## config.mk

```make
export PLATFORM = sky130hd
export DESIGN_NAME = contador_multicanal
export DESIGN_NICKNAME = d
export VERILOG_FILES = /design/src/rtl/contador_pkg.sv /design/src/rtl/antirrebote_sync.sv /design/src/rtl/contador_multicanal.sv
export SDC_FILE = /design/constraint.sdc
export NUM_CORES = 1
export LEC_CHECK = 0
export BUFFER_PORTS_ARGS = -buffer_cell sky130_fd_sc_hd__buf_4
export CORE_UTILIZATION = 60
export CTS_CLUSTER_SIZE = 20
export DETAILED_ROUTE_END_ITERATION = 12
export PLACE_DENSITY = 0.78
export SYNTH_ARGS = -nofsm -noshare
export SYNTH_HDL_FRONTEND = slang
export SYNTH_SLANG_ARGS = --single-unit
```

## constraint.sdc

```tcl
create_clock -name clk -period 11.8 [get_ports clk]
set_clock_uncertainty 0.15 [all_clocks]
set_input_delay 2.95 -clock clk [delete_from_list [all_inputs] [get_ports clk]]
set_output_delay 2.95 -clock clk [all_outputs]
set_load 0.005 [all_outputs]
```

## src/rtl/contador_pkg.sv

```systemverilog
// Shared types and helpers for the multi-channel object counter.
package contador_pkg;

  typedef enum logic {
    RUN  = 1'b0,
    FULL = 1'b1
  } batchState_e;

  function automatic int unsigned debCycles(input int unsigned clockFreq,
                                            input int unsigned debounceMs);
    return clockFreq / 1000 * debounceMs;
  endfunction

  function automatic int unsigned selWidth(input int unsigned nCh);
    return (nCh > 1) ? $clog2(nCh) : 1;
  endfunction

  function automatic longint unsigned satAdd(input longint unsigned a,
                                             input longint unsigned b,
                                             input longint unsigned maxVal);
    longint unsigned sum;
    sum = a + b;
    return (sum > maxVal) ? maxVal : sum;
  endfunction

endpackage

```

## src/rtl/antirrebote_sync.sv

```systemverilog
// Two-flop synchroniser, stability-time debouncer and one-cycle rise pulse
// for a single asynchronous level input.
module antirrebote_sync #(
  parameter int unsigned DEB_CYC = 4
) (
  input  logic clk,
  input  logic rst_n,
  input  logic raw_i,
  output logic clean_o,
  output logic rise_o
);

  localparam int unsigned CW = (DEB_CYC > 1) ? $clog2(DEB_CYC) : 1;
  localparam logic [CW-1:0] LAST = CW'(DEB_CYC - 1);

  logic sync1_q, sync2_q;
  logic clean_q, clean_d;
  logic cleanDly_q;
  logic [CW-1:0] stable_q, stable_d;

  // Any cycle where the synchronised level matches the clean level restarts the count
  always_comb begin
    stable_d = '0;
    clean_d  = clean_q;
    if (sync2_q != clean_q) begin
      if (stable_q == LAST) begin
        clean_d = sync2_q;
      end else begin
        stable_d = stable_q + CW'(1);
      end
    end
  end

  always_ff @(posedge clk) begin
    if (!rst_n) begin
      sync1_q    <= 1'b0;
      sync2_q    <= 1'b0;
      stable_q   <= '0;
      clean_q    <= 1'b0;
      cleanDly_q <= 1'b0;
    end else begin
      sync1_q    <= raw_i;
      sync2_q    <= sync1_q;
      stable_q   <= stable_d;
      clean_q    <= clean_d;
      cleanDly_q <= clean_q;
    end
  end

  assign clean_o = clean_q;
  assign rise_o  = clean_q & ~cleanDly_q;

endmodule

```

## src/rtl/contador_multicanal.sv

```systemverilog
// Multi-channel debounced object counter with batch stop FSM and LCD handshake.
// Optional PAUSE_EN adds a debounced pause_i toggle that holds the motor off.
module contador_multicanal
  import contador_pkg::*;
#(
  parameter  int unsigned CLOCK_FREQ  = 50_000_000,
  parameter  int unsigned N_CH        = 4,
  parameter  int unsigned CNT_W       = 8,
  parameter  int unsigned DEBOUNCE_MS = 10,
  parameter  int unsigned BATCH_SIZE  = 10,
  localparam int unsigned SEL_W       = selWidth(N_CH)
) (
  input  logic                   clk,
  input  logic                   rst_n,
  input  logic [N_CH-1:0]        sensor_i,
  input  logic                   clear_i,
  input  logic                   batch_ack_i,
`ifdef PAUSE_EN
  input  logic                   pause_i,
`endif
  input  logic [SEL_W-1:0]       disp_sel_i,
  input  logic                   disp_ready_i,
  output logic                   disp_valid_o,
  output logic [CNT_W-1:0]       disp_data_o,
  output logic [CNT_W+SEL_W-1:0] total_o,
  output logic                   batch_done_o,
  output logic                   motor_run_o,
  output logic [N_CH-1:0]        sensor_clean_o
);

  localparam int unsigned     DEB_CYC = debCycles(CLOCK_FREQ, DEBOUNCE_MS);
  localparam int unsigned     TW      = CNT_W + SEL_W;
  localparam logic [TW-1:0]   BATCH_LIM = TW'(BATCH_SIZE);
  localparam longint unsigned CNT_MAX = (64'd1 << CNT_W) - 64'd1;
  localparam longint unsigned TOT_MAX = (64'd1 << TW) - 64'd1;

  logic [N_CH-1:0]  clean, rise;
  logic [SEL_W:0]   eventCnt;
  logic [CNT_W-1:0] count_q [N_CH];
  logic [CNT_W-1:0] count_d [N_CH];
  logic [TW-1:0]    total_q, total_d;
  logic [TW-1:0]    batchCnt_q, batchCnt_d;
  batchState_e      state_q, state_d;
  logic             motorRun_q, motorRun_d;
  logic             batchDone_q, batchDone_d;
  logic             paused, pausedNext;
  logic [SEL_W-1:0] selEff, dataSel_q, dataSel_d, shadowSel_q, shadowSel_d;
  logic [CNT_W-1:0] liveData, dispData_q, dispData_d, shadowData_q, shadowData_d;
  logic             dispValid_q, dispValid_d;

  for (genvar g = 0; g < N_CH; g++) begin : gDeb
    antirrebote_sync #(.DEB_CYC(DEB_CYC)) uDeb (
      .clk     (clk),
      .rst_n   (rst_n),
      .raw_i   (sensor_i[g]),
      .clean_o (clean[g]),
      .rise_o  (rise[g])
    );
  end

`ifdef PAUSE_EN
  logic pauseRise, pause_q, pause_d;

  antirrebote_sync #(.DEB_CYC(DEB_CYC)) uPause (
    .clk     (clk),
    .rst_n   (rst_n),
    .raw_i   (pause_i),
    .clean_o (),
    .rise_o  (pauseRise)
  );

  always_comb begin
    pause_d = pause_q;
    if (clear_i) pause_d = 1'b0;
    else if (pauseRise) pause_d = ~pause_q;
  end

  always_ff @(posedge clk) begin
    if (!rst_n) pause_q <= 1'b0;
    else        pause_q <= pause_d;
  end

  assign paused     = pause_q;
  assign pausedNext = pause_d;
`else
  assign paused     = 1'b0;
  assign pausedNext = 1'b0;
`endif

  always_comb begin
    eventCnt = '0;
    for (int i = 0; i < N_CH; i++) eventCnt = eventCnt + (SEL_W+1)'(rise[i]);
  end

  // Batch counter clamps at the limit, so it stays frozen while the FSM catches up
  always_comb begin
    total_d    = total_q;
    batchCnt_d = batchCnt_q;
    for (int i = 0; i < N_CH; i++) count_d[i] = count_q[i];
    if (clear_i) begin
      total_d    = '0;
      batchCnt_d = '0;
      for (int i = 0; i < N_CH; i++) count_d[i] = '0;
    end else begin
      for (int i = 0; i < N_CH; i++)
        if (rise[i]) count_d[i] = CNT_W'(satAdd(64'(count_q[i]), 64'd1, CNT_MAX));
      total_d = TW'(satAdd(64'(total_q), 64'(eventCnt), TOT_MAX));
      if (!paused) begin
        if (state_q == RUN)
          batchCnt_d = TW'(satAdd(64'(batchCnt_q), 64'(eventCnt), 64'(BATCH_SIZE)));
        else if (batch_ack_i)
          batchCnt_d = '0;
      end
    end
  end

  always_comb begin
    state_d = state_q;
    if (clear_i) begin
      state_d = RUN;
    end else if (!paused) begin
      case (state_q)
        RUN:     if (batchCnt_q >= BATCH_LIM) state_d = FULL;
        FULL:    if (batch_ack_i) state_d = RUN;
        default: state_d = RUN;
      endcase
    end
  end

  always_comb begin
    motorRun_d  = (state_d == RUN) && !pausedNext;
    batchDone_d = (state_d == FULL);
  end

  assign selEff   = (32'(disp_sel_i) < N_CH) ? disp_sel_i : '0;
  assign liveData = count_q[selEff];

  // Data is frozen while offered but not accepted; otherwise it tracks the live count
  always_comb begin
    dispData_d   = dispData_q;
    dataSel_d    = dataSel_q;
    dispValid_d  = dispValid_q;
    shadowData_d = shadowData_q;
    shadowSel_d  = shadowSel_q;
    if (clear_i) begin
      dispData_d   = '0;
      dataSel_d    = selEff;
      dispValid_d  = 1'b0;
      shadowData_d = '0;
      shadowSel_d  = selEff;
    end else begin
      if (dispValid_q && disp_ready_i) begin
        shadowData_d = dispData_q;
        shadowSel_d  = dataSel_q;
      end
      if (!(dispValid_q && !disp_ready_i)) begin
        dispData_d  = liveData;
        dataSel_d   = selEff;
        dispValid_d = (liveData != shadowData_d) || (selEff != shadowSel_d);
      end
    end
  end

  always_ff @(posedge clk) begin
    if (!rst_n) begin
      state_q      <= RUN;
      motorRun_q   <= 1'b0;
      batchDone_q  <= 1'b0;
      total_q      <= '0;
      batchCnt_q   <= '0;
      for (int i = 0; i < N_CH; i++) count_q[i] <= '0;
      dispData_q   <= '0;
      dataSel_q    <= '0;
      dispValid_q  <= 1'b0;
      shadowData_q <= '0;
      shadowSel_q  <= '0;
    end else begin
      state_q      <= state_d;
      motorRun_q   <= motorRun_d;
      batchDone_q  <= batchDone_d;
      total_q      <= total_d;
      batchCnt_q   <= batchCnt_d;
      for (int i = 0; i < N_CH; i++) count_q[i] <= count_d[i];
      dispData_q   <= dispData_d;
      dataSel_q    <= dataSel_d;
      dispValid_q  <= dispValid_d;
      shadowData_q <= shadowData_d;
      shadowSel_q  <= shadowSel_d;
    end
  end

  assign disp_valid_o   = dispValid_q;
  assign disp_data_o    = dispData_q;
  assign total_o        = total_q;
  assign batch_done_o   = batchDone_q;
  assign motor_run_o    = motorRun_q;
  assign sensor_clean_o = clean;

endmodule

```

# --- Word level (Yosys, flattened, before mapping) ---
# Memory sizes are Yosys's and may differ from the RTL's.
# Cells that the tools add are included.
classes:
  add_sub_neg: 13
  multipliers: 0
  div_mod_pow: 0
  magnitude_cmp: 7
  eq_ne: 12
  n_shift: 0
  muxes: 30
  bitwise_logic: 19
  reduce_logical: 13
ops:
  columns: ["cell", "count"]
  rows:
  - ["2-to-1 mux 8 bit", 14]
  - ["adder 19 x 1 -> 19 bit, second input constant", 4]
  - ["equality test 19 bit, second input constant", 4]
  - ["2-to-1 mux 10 bit", 4]
  - ["adder 8 x 1 -> 9 bit, second input constant", 4]
  - ["> comparator 9 x 8 -> 1 bit, second input constant", 4]
  - ["2-to-1 mux 32 bit", 1]
  - ["adder 10 x 3 -> 11 bit", 2]
  - ["OR reduction 3 bit", 4]
  - ["> comparator 11 x 10 -> 1 bit, second input constant", 1]
  - ["> comparator 11 x 4 -> 1 bit, second input constant", 1]
  - ["NOT 1 bit", 11]
  - [">= comparator 10 x 4 -> 1 bit, second input constant", 1]
  - ["2-to-1 mux 2 bit", 5]
  - ["!= test 8 bit", 1]
  - ["AND reduction 2 bit", 4]
  - ["2-to-1 mux 1 bit", 5]
  - ["AND 1 bit", 4]
  - ["!= test 1 bit", 4]
  - ["!= test 2 bit, second input constant", 2]
  - ["bitwise OR 1 bit", 4]
  - ["adder 2 x 1 -> 3 bit", 1]
  - ["adder 3 x 1 -> 3 bit", 1]
  - ["adder 1 x 1 -> 2 bit", 1]
  - ["other kinds (6)", 7]
word_totals:
  ff_bits: 135
  latch_bits: 0
  ramBits: 32
  mem_bits_ro: 0
  input_bits: 11
  out_inout_bits: 25
  word_cells: 124
  mem_count: 1
memory_table:
  columns: ["memory", "words", "word_bits", "rd", "rd_ports_with_merged_regs", "wr", "line_no", "text"]
  rows:
  - ["count_q", 4, 8, 5, 0, 4, "contador_multicanal.sv:39", "logic [CNT_W-1:0] count_q [N_CH];"]

# --- Longest topological paths before layout ---
logic_depth:
  ltp_word: 9
  depth_mapped: 15
  ltp_nobuf: 14

# --- Hierarchy ---
# From an unflattened synthesis, not the netlist that was laid out.
hier_totals:
  hier_cells: 902
  area_unflattened_um2: 8013.9
by_module_without_submodules:
  columns: ["module", "n_inst", "cells_each", "area_per_inst_um2", "seq_area_each_um2"]
  rows:
  - ["contador_multicanal", 1, 462, 4015.1, 1501.4]
  - ["antirrebote_sync", 4, 110, 999.7, 460.4]

# --- Worst setup path before layout ---
# Ideal clock, no wire load.
synth_timing:
  path_type: "input -> register"
  startpoint: "input disp_sel_i[0]"
  endpoint: "register dispValid_q, in the netlist disp_valid_o"
  setup_time_ps: 133
  arrival_ps: 4210
  required_time_ps: 11517
  setup_slack_ps: 7308
  path_stages: 5
  path_buffers: 1
  cell_sequence: "buf_2 mux4_2 xnor2_1 nor4_1 a31oi_1"
synth_between:
  elab_chain_len: 3
  word_cells_on_any_way: 4
  cone_classes: "eq/ne: 2; reduce/logical: 1; memory: 1"
synth_rtl:
  columns: ["element", "line_no", "text"]
  rows:
  - ["from (decl)", "contador_multicanal.sv:21", "input logic [SEL_W-1:0] disp_sel_i,"]
  - ["memory read (4 x 8 bit)", null, null]
  - ["!= test 8 bit", "contador_multicanal.sv:159", "dispValid_d = (liveData != shadowData_d) || (selEff != shadowSel_d);"]
  - ["logical OR 1 bit *", "contador_multicanal.sv:159", null]
  - ["to (signal assigned)", "contador_multicanal.sv:186", "dispValid_q <= dispValid_d;"]
  - ["to (decl)", "contador_multicanal.sv:49", "logic dispValid_q, dispValid_d;"]
# Mark *: on every way between the ends. The rest lies on a longest branch, timed or not.
# A chain may end at the register's enable or synchronous reset.

# --- Final worst setup path ---
layout_timing:
  startpoint: "register gDeb[3].uDeb.clean_q"
  endpoint: "register batchCnt_q[1]"
layout_between:
  elab_chain_len: 6
layout_rtl:
  columns: ["element", "line_no", "text"]
  rows:
  - ["from (decl)", "antirrebote_sync.sv:17", "logic clean_q, clean_d;"]
  - ["from (signal assigned)", "antirrebote_sync.sv:45", "clean_q <= clean_d;"]
  - ["AND 1 bit *", "antirrebote_sync.sv:51", "assign rise_o = clean_q & ~cleanDly_q;"]
  - ["adder 3 x 1 -> 3 bit *", "contador_multicanal.sv:92", "for (int i = 0; i < N_CH; i++) eventCnt = eventCnt + (SEL_W+1)'(rise[i]);"]
  - ["adder 10 x 3 -> 11 bit *", "contador_pkg.sv:22", "sum = a + b;"]
  - ["> comparator 11 x 4 -> 1 bit", "contador_pkg.sv:23", "return (sum > maxVal) ? maxVal : sum;"]
  - ["2-to-1 mux 10 bit *", "contador_pkg.sv:23", null]
  - ["2-to-1 mux 10 bit *", "contador_multicanal.sv:109", "if (state_q == RUN)"]
  - ["to (signal assigned)", "contador_multicanal.sv:182", "batchCnt_q <= batchCnt_d;"]
  - ["to (decl)", "contador_multicanal.sv:42", "logic [TW-1:0] batchCnt_q, batchCnt_d;"]
# Marks and branches as above.

==> results_dict.tcl <==
set metrics [dict create \
    status "completed" \
    min_path_cells 1 \
    critical_path.max_stage_delay_ns 0.67 \
    p_total_mw 1.13 \
    syn-num-nets 891 \
    combinationalPowerShare_pct 2.0 \
    die_y_um 115 \
    vias_per_cell 5.72 \
    hold_ws_ns 0.285 \
    irDropWorstVdd_uv 96.5 \
    die_w_um 115 \
    grt_start_max_net_pins 58 \
    power.net_switching_mw 0.250 \
    design_area_um2 8600 \
    cts_buffer_depth 2 \
    num_rows 40 \
    p_int_mw 0.885 \
    drt_iter0_markers 368 \
    holdPathEnd "gDeb[3].uDeb.sync2_q" \
    synth_top_flop_cell "dfxtp_1" \
    setup_viol 0 \
    synth-seq-cells 167 \
    synth_edf_count 0 \
    clockRootBuffer "clkbuf_16" \
    worstSkewPairLatency_ns 0.43 \
    drive_above_1_share_pct 10.1 \
    grt.overflow.total 0 \
    ant_nets 0 \
    worst_path_max_delay_cell "nor2b_1" \
    tns_ns 0 \
    reg2reg_to "batchCnt_q[1]" \
    syn_area_per_cell_um2 8.96 \
    fin_nets 913 \
    clock-sinks 167 \
    hp-start "gDeb[3].uDeb.sync1_q" \
    async_flop_share_pct 0 \
    n_antenna_cell 0 \
    vias 6070 \
    hp-class "reg2reg" \
    maxSlewHeadroom_pct 22.6 \
    r2r_slack_ns 7.30 \
    cts_tree "built" \
    finalHoldViolations 0 \
    p_clk_share_pct 47.9 \
    drv_cap 0 \
    start_util_pct 62.7 \
    max_freq_mhz 222 \
    core_area_um2 12300 \
    ios 36 \
    route.final.wire_length_mm 15.5 \
    place_congestion 0.816 \
    power_frac_seq_pct 50.1 \
    crit_type "reg2reg" \
    power_density_nw_per_um2 132 \
    grt_pass1_wl_mm 25.8 \
    cp-start-kind "register" \
    grt_usage_pct 24.7 \
    post_cts_buffers 0 \
    slew_viol_final 0 \
    drt_first_pass_iters 5 \
    synth-seq-area-share_pct 43.5 \
    fin_crit_ns 4.50 \
    r2r-start "gDeb[3].uDeb.clean_o" \
    crit_chain "nor2b_1 -> inv_1 -> fa_1 -> inv_1 -> ha_1 -> ha_1 -> inv_1 -> fa_1 -> xor2_1 -> and2_1 -> a211o_1 -> a31oi_1 -> nand2_1 -> o311a_1" \
    dieArea_um2 13300 \
    synth_warnings 0 \
    place_hpwl_mm 10.6 \
    syn2layout_area_growth_pct 11.8 \
    cp_common_cell "inv_1" \
    end_kind "register" \
    grt_pass1_vias 5647 \
    io_buffers 35 \
    clk_pin_slew_ns 0.07 \
    wl_per_cell_um 14.6 \
    leakagePower_nw 3.18 \
    critical_path_required_ns 11.97 \
    critPathMaxFanout 10 \
    syn_area_um2 7690 \
    hold_buffers 0 \
    numCtsBuffers 17 \
    worst_pin_slew_ns 1.16 \
    final.period_utilization_pct 38.1 \
    crit_arrival_ns 4.67 \
    place_area_um2 8010 \
    rsz0062_at_grt "false" \
    synth_cells 858 \
    route.detailed.drc 0 \
    rr_worst_depth 14 \
    cts_resized 0 \
    htree_levels 4 \
    netSwitchingFraction_pct 22.0 \
    antenna_found_initial 0 \
    synthDistinctLibCells 62 \
]
## worst max-delay path: cells and delay by family, from the launching register on
| kind | cells | cell delay [ns] |
|---|---|---|
| fa+ha+maj | 4 | 1.53 |
| simple gates | 3 | 0.94 |
| compound gates | 3 | 0.85 |
| flops | 1 | 0.40 |
| buf+inv | 3 | 0.34 |
| xor+xnor | 1 | 0.17 |
## kinds of logic after synthesis
kind of cell	synth area share, %
simple gates	24.4
xor+xnor	10.5
compound gates	9.89
fa+ha+maj	3.87
flops	43.5
mux	4.43
buf+inv	3.48
## sequential cells by signal, summed over array words and instances (netlist names), 2 cells and up
signal,flops
gDeb.uDeb.stable_q,76
gDeb.uDeb.sync2_q,4
total_o,10
count_q,32
batchCnt_q,10
gDeb.uDeb.cleanDly_q,4
dataSel_q,2
shadowSel_q,2
shadowData_q,8
gDeb.uDeb.clean_o,4
disp_data_o,8
gDeb.uDeb.sync1_q,4
## routing by layer
layer | wire length, µm | GRT usage (%) | share of wire (%) | up-vias
li1 | - | - | - | 3020
met1 | 7100 | 30.5 | 46 | 2909
met2 | 7580 | 42.2 | 49 | 126
met3 | 663 | 6.91 | 4.3 | 15
met4 | 131 | 7.10 | 0.85 | 0
met5 | 0 | 0 | 0 | -
## cell usage in the layout (no fill, tap or decap), drive strengths merged, types with 32 or more instances in the layout
master  Yosys  layout
dfxtp     167     167
nor2      117     117
nand2      63      63
xor2       53      53
a21oi      49      49
nand3      40      40
xnor2      39      39
buf        18      35
inv        30      34
and3       32      32
## through the flow
stage | std cells | setup slack (ns) | utilization [%]
global placement | 1029 | 7.19 | 65.3
CTS | 1061 | 7.30 | 70.1
floorplan | 858 | 7.31 | -
detailed placement | 1029 | 7.13 | 65.3
global route | 1061 | 6.96 | 70.1
finish | 1061 | 7.30 | 70.1
## cells in the mapped netlist (4+ instances only)
cell / number / area [µm²]
a211oi_1: 5 / 37.5
a21oi_1: 49 / 245
a311oi_1: 15 / 131
a31oi_1: 9 / 56.3
and2_1: 20 / 125
and3_1: 31 / 194
and4_1: 4 / 35.0
buf_1: 5 / 18.8
buf_2: 7 / 35.0
buf_4: 6 / 45.0
clkbuf_1: 14 / 52.6
dfxtp_1: 167 / 3340
ha_1: 19 / 238
inv_1: 30 / 113
mux2i_1: 16 / 160
mux4_2: 8 / 180
nand2_1: 63 / 236
nand2b_1: 8 / 50.1
nand3_1: 40 / 200
nand4_1: 18 / 113
nand4b_1: 4 / 35.0
nor2_1: 117 / 439
nor2b_1: 12 / 75.1
nor3_1: 19 / 95.1
nor4_1: 7 / 43.8
nor4b_1: 6 / 52.6
o21ai_0: 15 / 75.1
or2_2: 5 / 31.3
or3_1: 4 / 25.0
xnor2_1: 39 / 342
xor2_1: 53 / 464
## worst max path at each step
| stage | start | end | cells after the start |
|---|---|---|---|
| 3_5_place_dp | disp_ready_i | disp_valid_o | 6 |
| 3_3_place_gp | disp_ready_i | disp_valid_o | 6 |
| 5_1_grt | gDeb[3].uDeb.clean_o | batchCnt_q[1] | 14 |
| 6_report | gDeb[3].uDeb.clean_o | batchCnt_q[1] | 14 |
| 2_1_floorplan | disp_sel_i[0] | disp_valid_o | 5 |
| 4_1_cts | gDeb[3].uDeb.clean_o | batchCnt_q[3] | 14 |
## power groups by stage
stage	Clock (mW)	Combinational, mW	Sequential (mW)
after floorplan	0	0.0161	0.581
after global routing	0.576	0.0246	0.569
after global placement	0	0.0218	0.581
after detailed placement	0	0.0224	0.581
final	0.544	0.0224	0.568
after CTS	0.551	0.0226	0.568
## final cells by class
cell class	count	area, µm²
inverters	31	116
flip-flops and latches	167	3340
multi-input cells	628	4080
well taps	168	210
clock buffers	20	467
clock inverters	12	116
fillers	971	3670
repair buffers	35	263
Power figures use the tool's default switching activity.
